===== config.mk =====
export PLATFORM = sky130hd
export DESIGN_NAME = wishbone_pipeline_target
export DESIGN_NICKNAME = d
export VERILOG_FILES = /design/src/rtl/wishbone_pipeline_target.sv
export SDC_FILE = /design/constraint.sdc
export NUM_CORES = 1
export LEC_CHECK = 0
export CAP_MARGIN = 15
export CORE_ASPECT_RATIO = 0.9
export CORE_MARGIN = 2
export CORE_UTILIZATION = 40
export CTS_CLUSTER_SIZE = 8
export DETAILED_ROUTE_END_ITERATION = 16
export SYNTH_ARGS = -nofsm -noshare
export SYNTH_HDL_FRONTEND = slang
export SYNTH_SLANG_ARGS = --single-unit

===== constraint.sdc =====
create_clock -name CLK -period 6 [get_ports CLK]
set_clock_uncertainty 0.1 [all_clocks]
set_input_delay 1.2 -clock CLK [delete_from_list [all_inputs] [get_ports CLK]]
set_output_delay 1.2 -clock CLK [all_outputs]
set_load 0.005 [all_outputs]

===== src/rtl/wishbone_pipeline_target.sv =====
`default_nettype none
// ============================================================================
// Module      : wishbone_pipeline_target
// Description : Pipelined Wishbone B4 target front-end with in-order request
//               queue, valid/ready backend issue, and backend response timeout.
// Revision    : 1.0 - initial release
// ============================================================================
module wishbone_pipeline_target #(
  parameter int ADDRESS_WIDTH  = 16,
  parameter int DATA_WIDTH     = 8,
  parameter int GRANULARITY    = 8,
  parameter int DEPTH          = 4,
  parameter int TIMEOUT_CYCLES = 255,
  localparam int SEL_WIDTH     = DATA_WIDTH / GRANULARITY
) (
  input  logic                     CLK,
  input  logic                     RST,
  input  logic                     CYC,
  input  logic                     STB,
  input  logic                     WE,
  input  logic [ADDRESS_WIDTH-1:0] ADDR,
  input  logic [DATA_WIDTH-1:0]    DAT_ToTarget,
  input  logic [SEL_WIDTH-1:0]     SEL,
  output logic                     STALL,
  output logic                     ACK,
  output logic                     ERR,
  output logic [DATA_WIDTH-1:0]    DAT_ToInitiator,
  output logic                     REQ_VALID,
  input  logic                     REQ_READY,
  output logic                     REQ_WE,
  output logic [ADDRESS_WIDTH-1:0] REQ_ADDR,
  output logic [DATA_WIDTH-1:0]    REQ_DAT,
  output logic [SEL_WIDTH-1:0]     REQ_SEL,
  input  logic                     RSP_VALID,
  input  logic [DATA_WIDTH-1:0]    RSP_DAT,
  input  logic                     RSP_ERR
);

  localparam int c_ptr_w   = $clog2(DEPTH);
  localparam int c_cnt_w   = $clog2(DEPTH) + 1;
  localparam int c_tmr_w   = (TIMEOUT_CYCLES > 1) ? $clog2(TIMEOUT_CYCLES) : 1;
  localparam int c_entry_w = 1 + ADDRESS_WIDTH + DATA_WIDTH + SEL_WIDTH;
  localparam logic [c_cnt_w-1:0] c_depth    = c_cnt_w'(DEPTH);
  localparam logic [c_tmr_w-1:0] c_tmr_last = c_tmr_w'(TIMEOUT_CYCLES - 1);
  localparam logic               c_tmr_en   = (TIMEOUT_CYCLES != 0);

  logic [c_entry_w-1:0] r_mem [DEPTH];
  logic [c_ptr_w-1:0]   r_wr_ptr, r_rd_ptr;
  logic [c_cnt_w-1:0]   r_count, r_outstanding, r_issued, r_discard;
  logic [c_tmr_w-1:0]   r_timer;
  logic                 r_ack, r_err;
  logic [DATA_WIDTH-1:0] r_dat;

  logic w_accept, w_pop, w_has_issued, w_disc_dec, w_rsp_take, w_timeout, w_retire;
  logic [c_cnt_w-1:0] w_issued_nxt, w_discard_nxt;

  assign STALL           = (r_outstanding == c_depth) | (r_discard != '0);
  assign REQ_VALID       = CYC & (r_count != '0);
  assign {REQ_WE, REQ_ADDR, REQ_DAT, REQ_SEL} = r_mem[r_rd_ptr];
  assign ACK             = r_ack;
  assign ERR             = r_err;
  assign DAT_ToInitiator = r_dat;

  assign w_accept     = CYC & STB & ~STALL;
  assign w_pop        = REQ_VALID & REQ_READY;
  // A request being issued this cycle may already be answered in the same cycle.
  assign w_has_issued = (r_issued != '0) | w_pop;
  assign w_disc_dec   = RSP_VALID & (r_discard != '0);
  assign w_rsp_take   = RSP_VALID & (r_discard == '0) & w_has_issued;
  assign w_timeout    = c_tmr_en & w_has_issued & ~RSP_VALID & (r_timer == c_tmr_last);
  assign w_retire     = w_rsp_take | w_timeout;

  assign w_issued_nxt  = r_issued + c_cnt_w'(w_pop) - c_cnt_w'(w_retire);
  assign w_discard_nxt = r_discard - c_cnt_w'(w_disc_dec) + c_cnt_w'(w_timeout);

  always_ff @(posedge CLK) begin
    if (w_accept) r_mem[r_wr_ptr] <= {WE, ADDR, DAT_ToTarget, SEL};
  end

  always_ff @(posedge CLK or posedge RST) begin
    if (RST) begin
      r_wr_ptr      <= '0;
      r_rd_ptr      <= '0;
      r_count       <= '0;
      r_outstanding <= '0;
      r_issued      <= '0;
      r_discard     <= '0;
      r_timer       <= '0;
      r_ack         <= 1'b0;
      r_err         <= 1'b0;
      r_dat         <= '0;
    end else begin
      if (!w_has_issued || RSP_VALID || w_timeout) r_timer <= '0;
      else                                         r_timer <= r_timer + 1'b1;

      r_ack <= CYC & w_rsp_take & ~RSP_ERR;
      r_err <= CYC & ((w_rsp_take & RSP_ERR) | w_timeout);
      if (CYC && w_rsp_take && !RSP_ERR) r_dat <= RSP_DAT;

      if (!CYC) begin
        // Everything already sent to the backend must be absorbed before a new cycle starts.
        r_wr_ptr      <= '0;
        r_rd_ptr      <= '0;
        r_count       <= '0;
        r_outstanding <= '0;
        r_issued      <= '0;
        r_discard     <= w_discard_nxt + w_issued_nxt;
      end else begin
        if (w_accept) r_wr_ptr <= r_wr_ptr + 1'b1;
        if (w_pop)    r_rd_ptr <= r_rd_ptr + 1'b1;
        r_count       <= r_count + c_cnt_w'(w_accept) - c_cnt_w'(w_pop);
        r_outstanding <= r_outstanding + c_cnt_w'(w_accept) - c_cnt_w'(w_retire);
        r_issued      <= w_issued_nxt;
        r_discard     <= w_discard_nxt;
      end
    end
  end

endmodule
`default_nettype wire

==> out/metrics.yaml <==
post_synth_inst_count: 296
cts_htree_levels: 4
postRouteAntennaNets: 0
worst_slew_margin_rel: 0.3263
syn_to_final_growth_pct: 27.95
synth_cell_types: 32
setup.worst_path.end_class: "flip-flop"
slew_worst_pin_ns: 1.011
clock_tree.root_cell: "sky130_fd_sc_hd__clkbuf_16"
ys_top_cells_by_area: "sky130_fd_sc_hd__edfxtp_1 56%, sky130_fd_sc_hd__dfrtp_1 15%, sky130_fd_sc_hd__mux4_2 10%"
crit_path_max_delay_cell_type: "sky130_fd_sc_hd__fa_1"
grt_use_met1: 0.1805
worst_ir_drop_vdd_mv: 0.2220
detail_route.wirelength_um: 9588
worst_hold_path_type: "flip-flop to flip-flop"
total_inserted_antenna_cells: 0
outcome: "finished, final reports clean"
drive_above_1_share: 0.1931
cts_num_sinks: 138
critical_path.max_stage_delay_ns: 0.49
ys_seq_area_frac: 0.7078
path_max_fanout: 21
worstRegToRegCells: 13
die_area_um2: 15000
whs_path_depth: 1
clock_insertion_delay_at_the_later_pin_of_the_skew_report_ns: 0.41
initial_core_util: 0.4053
preCtsSetupSlack_ns: 1.482
fp-row-count: 41
die_width_um: 128.9
clk_transition_reported_paths_ns: 0.05
cpMostUsedCell: "sky130_fd_sc_hd__inv_1"
io_pins: 79
synth.top_cell.area_share: 0.5563
total_leakage_power_nw: 2.601
power_dens_cells_nw_per_um2: 384.9
drt-wirelength-per-cell_um: 16.65
grt_antenna_before_repair: 0
finish.utilization: 0.5186
grt_first_pass_wirelength_um: 15410
tritoncts.num_buffers: 17
gr-usage-met3: 0.05451
placeable_core_area_um2: 13850
final.setup.worst_slack_ns: 1.943
hpwlAfterDp_um: 6176
period_minus_slack_ns: 4.057
syn_area_per_cell_um2: 18.97
postCtsSetupRepairBufs: 0
period_share: 0.6762
layout.nets: 452
gr-total-overflow: 0
final-max-slew-violation-count: 0
rsz0062_at_grt: "false"
timing.critical_path.cells: "clkdlybuf4s50_1, buf_4, o311a_4, nor4_4, a21oi_1, ha_1, inv_1, ha_1, inv_1, fa_1, inv_1, fa_1, xor2_1, nor2_1, xnor2_1"
max_cap_violations: 0
cp_data_arrival_time_ns: 4.29
synthesis.area_um2: 5614
drc: 0
detailedRoute.firstIterationViolations: 140
critical-path-top-delay-family: "adder cells"
maxClockFrequency_mhz: 246.5
num-fill-cells: 1157
synth-warning-count: 0
totalNegativeSetupSlack_ns: 0
pin_count_of_the_biggest_net_entering_global_routing: 35
routed-via-count: 2816
finalHoldViolations: 0
global_route.peak_usage_layer: "met2"
cts_buffer_depth: 2
yosysTopAreaCell: "sky130_fd_sc_hd__edfxtp_1"
die_h_um: 116.4
cts_tree: "yes"
final_cell_count_no_fill: 576
critical_path_cell_count: 15
worst_setup_sp_type: "primary input"
fin_hold_ws_ns: 0.4103
grt_usage: 0.1394
postSynthRegisterBits: 138
cts_repair_resize_count: 0
via_per_inst: 4.889
setup_viol_count_final: 0
first_global_vias: 2973
gp_congestion: 0.7134
placedCellCount: 544
total_nets_after_synthesis: 357
hold_buffers: 0
kind_of_critical_path: "primary input to flip-flop"
cp.required_ns: 6.23
grt.met2_usage: 0.2243
buffer_ports.inserted: 78
timing.critical_path.buf_inv: 5
detailedRoute.firstPassIterationCount: 4
[through the flow]
step / power (mW) / instance area, um2
after CTS: 2.814 / 7183
after detailed placement: 1.841 / 6626
after floorplan: 1.568 / 5614
final: 2.765 / 7183
after global routing: 2.915 / 7183
after global placement: 1.829 / 6626
[placed cells by master, fill, tap and decap left out, drive strengths merged, types with 2 or more instances in the layout]
cell type	count
a21oi	2
and2	14
and4	2
buf	7
clkbuf	21
clkdlybuf4s50	78
clkinv	8
dfrtp	34
edfxtp	104
fa	5
ha	15
inv	18
mux2	10
mux4	26
nand2	7
nand2b	3
nand3	4
nor2	10
nor2b	3
o21ai	2
or3	2
xnor2	10
xor2	7
[final timing paths]
check / start / end / slack (ns)
max: CYC / r_discard[2]$_DFF_PP0_ / 1.94
min: DAT_ToInitiator[6]$_DFFE_PP0P_ / DAT_ToInitiator[6]$_DFFE_PP0P_ / 0.41
max reg2reg: r_count[1]$_DFF_PP0_ / r_discard[2]$_DFF_PP0_ / 2.68
min reg2reg: DAT_ToInitiator[6]$_DFFE_PP0P_ / DAT_ToInitiator[6]$_DFFE_PP0P_ / 0.41
max in group asynchronous: RST / r_rd_ptr[0]$_DFFE_PP0P_ / 4.34
min in group asynchronous: RST / r_wr_ptr[1]$_DFFE_PP0P_ / 1.12
[report_power, final]
group | leakage [nW] | internal [mW] | switching [mW]
combinational | 0.928 | 0.395 | 0.202
sequential | 1.40 | 1.11 | 0.104
clock | 0.275 | 0.590 | 0.369
[state kept, by name (all words and copies together), names as in the netlist]
register	flops
r_rd_ptr	2
ACK	1
r_discard	3
DAT_ToInitiator	8
r_mem	104
r_issued	3
r_outstanding	3
r_count	3
r_timer	8
ERR	1
r_wr_ptr	2
[cell families after synthesis]
group / after synthesis / synth area share
compound gates: 7 / 0.01070
buf+inv: 26 / 0.01805
flops: 138 / 0.7078
simple gates: 51 / 0.05728
fa+ha+maj: 20 / 0.05126
mux: 36 / 0.1244
xor+xnor: 18 / 0.03053
[synth_stat cells (all sizes together)]
cell and n:
xnor3 1, nor2b 3, dfrtp 34, nor3 1, mux2 10, a21oi 2, o311a 1, nand2b 3
or3 2, xor2 7, nand2 7, ha 15, mux4 26, o21ai 2, nor4 1, and4 2
xnor2 10, fa 5, nor2 10, nand3 4, buf 4, o211ai 1, and3 1, clkbuf 5
and2b 1, nor4b 1, nand4 1, inv 17, o2111a 1, and2 14, edfxtp 104
[layer usage]
layer  wire [um]  vias to the layer above
li1            -                     1313
met1        4456                     1420
met2        4544                       77
met3         516                        6
met4          70                        0
met5           0                        -
[final cells by class]
type	instances	area, um2	area share
Clock buffer	21	460.4	0.06410
Timing Repair Buffer	85	833.3	0.1160
Multi-Input combinational cell	132	1539	0.2142
Tap cell	172	215.2	0.02996
Inverter	17	63.81	0.008883
Clock inverter	11	96.34	0.01341
Sequential cell	138	3975	0.5534
Note: power is estimated with default switching activity, not from simulation.
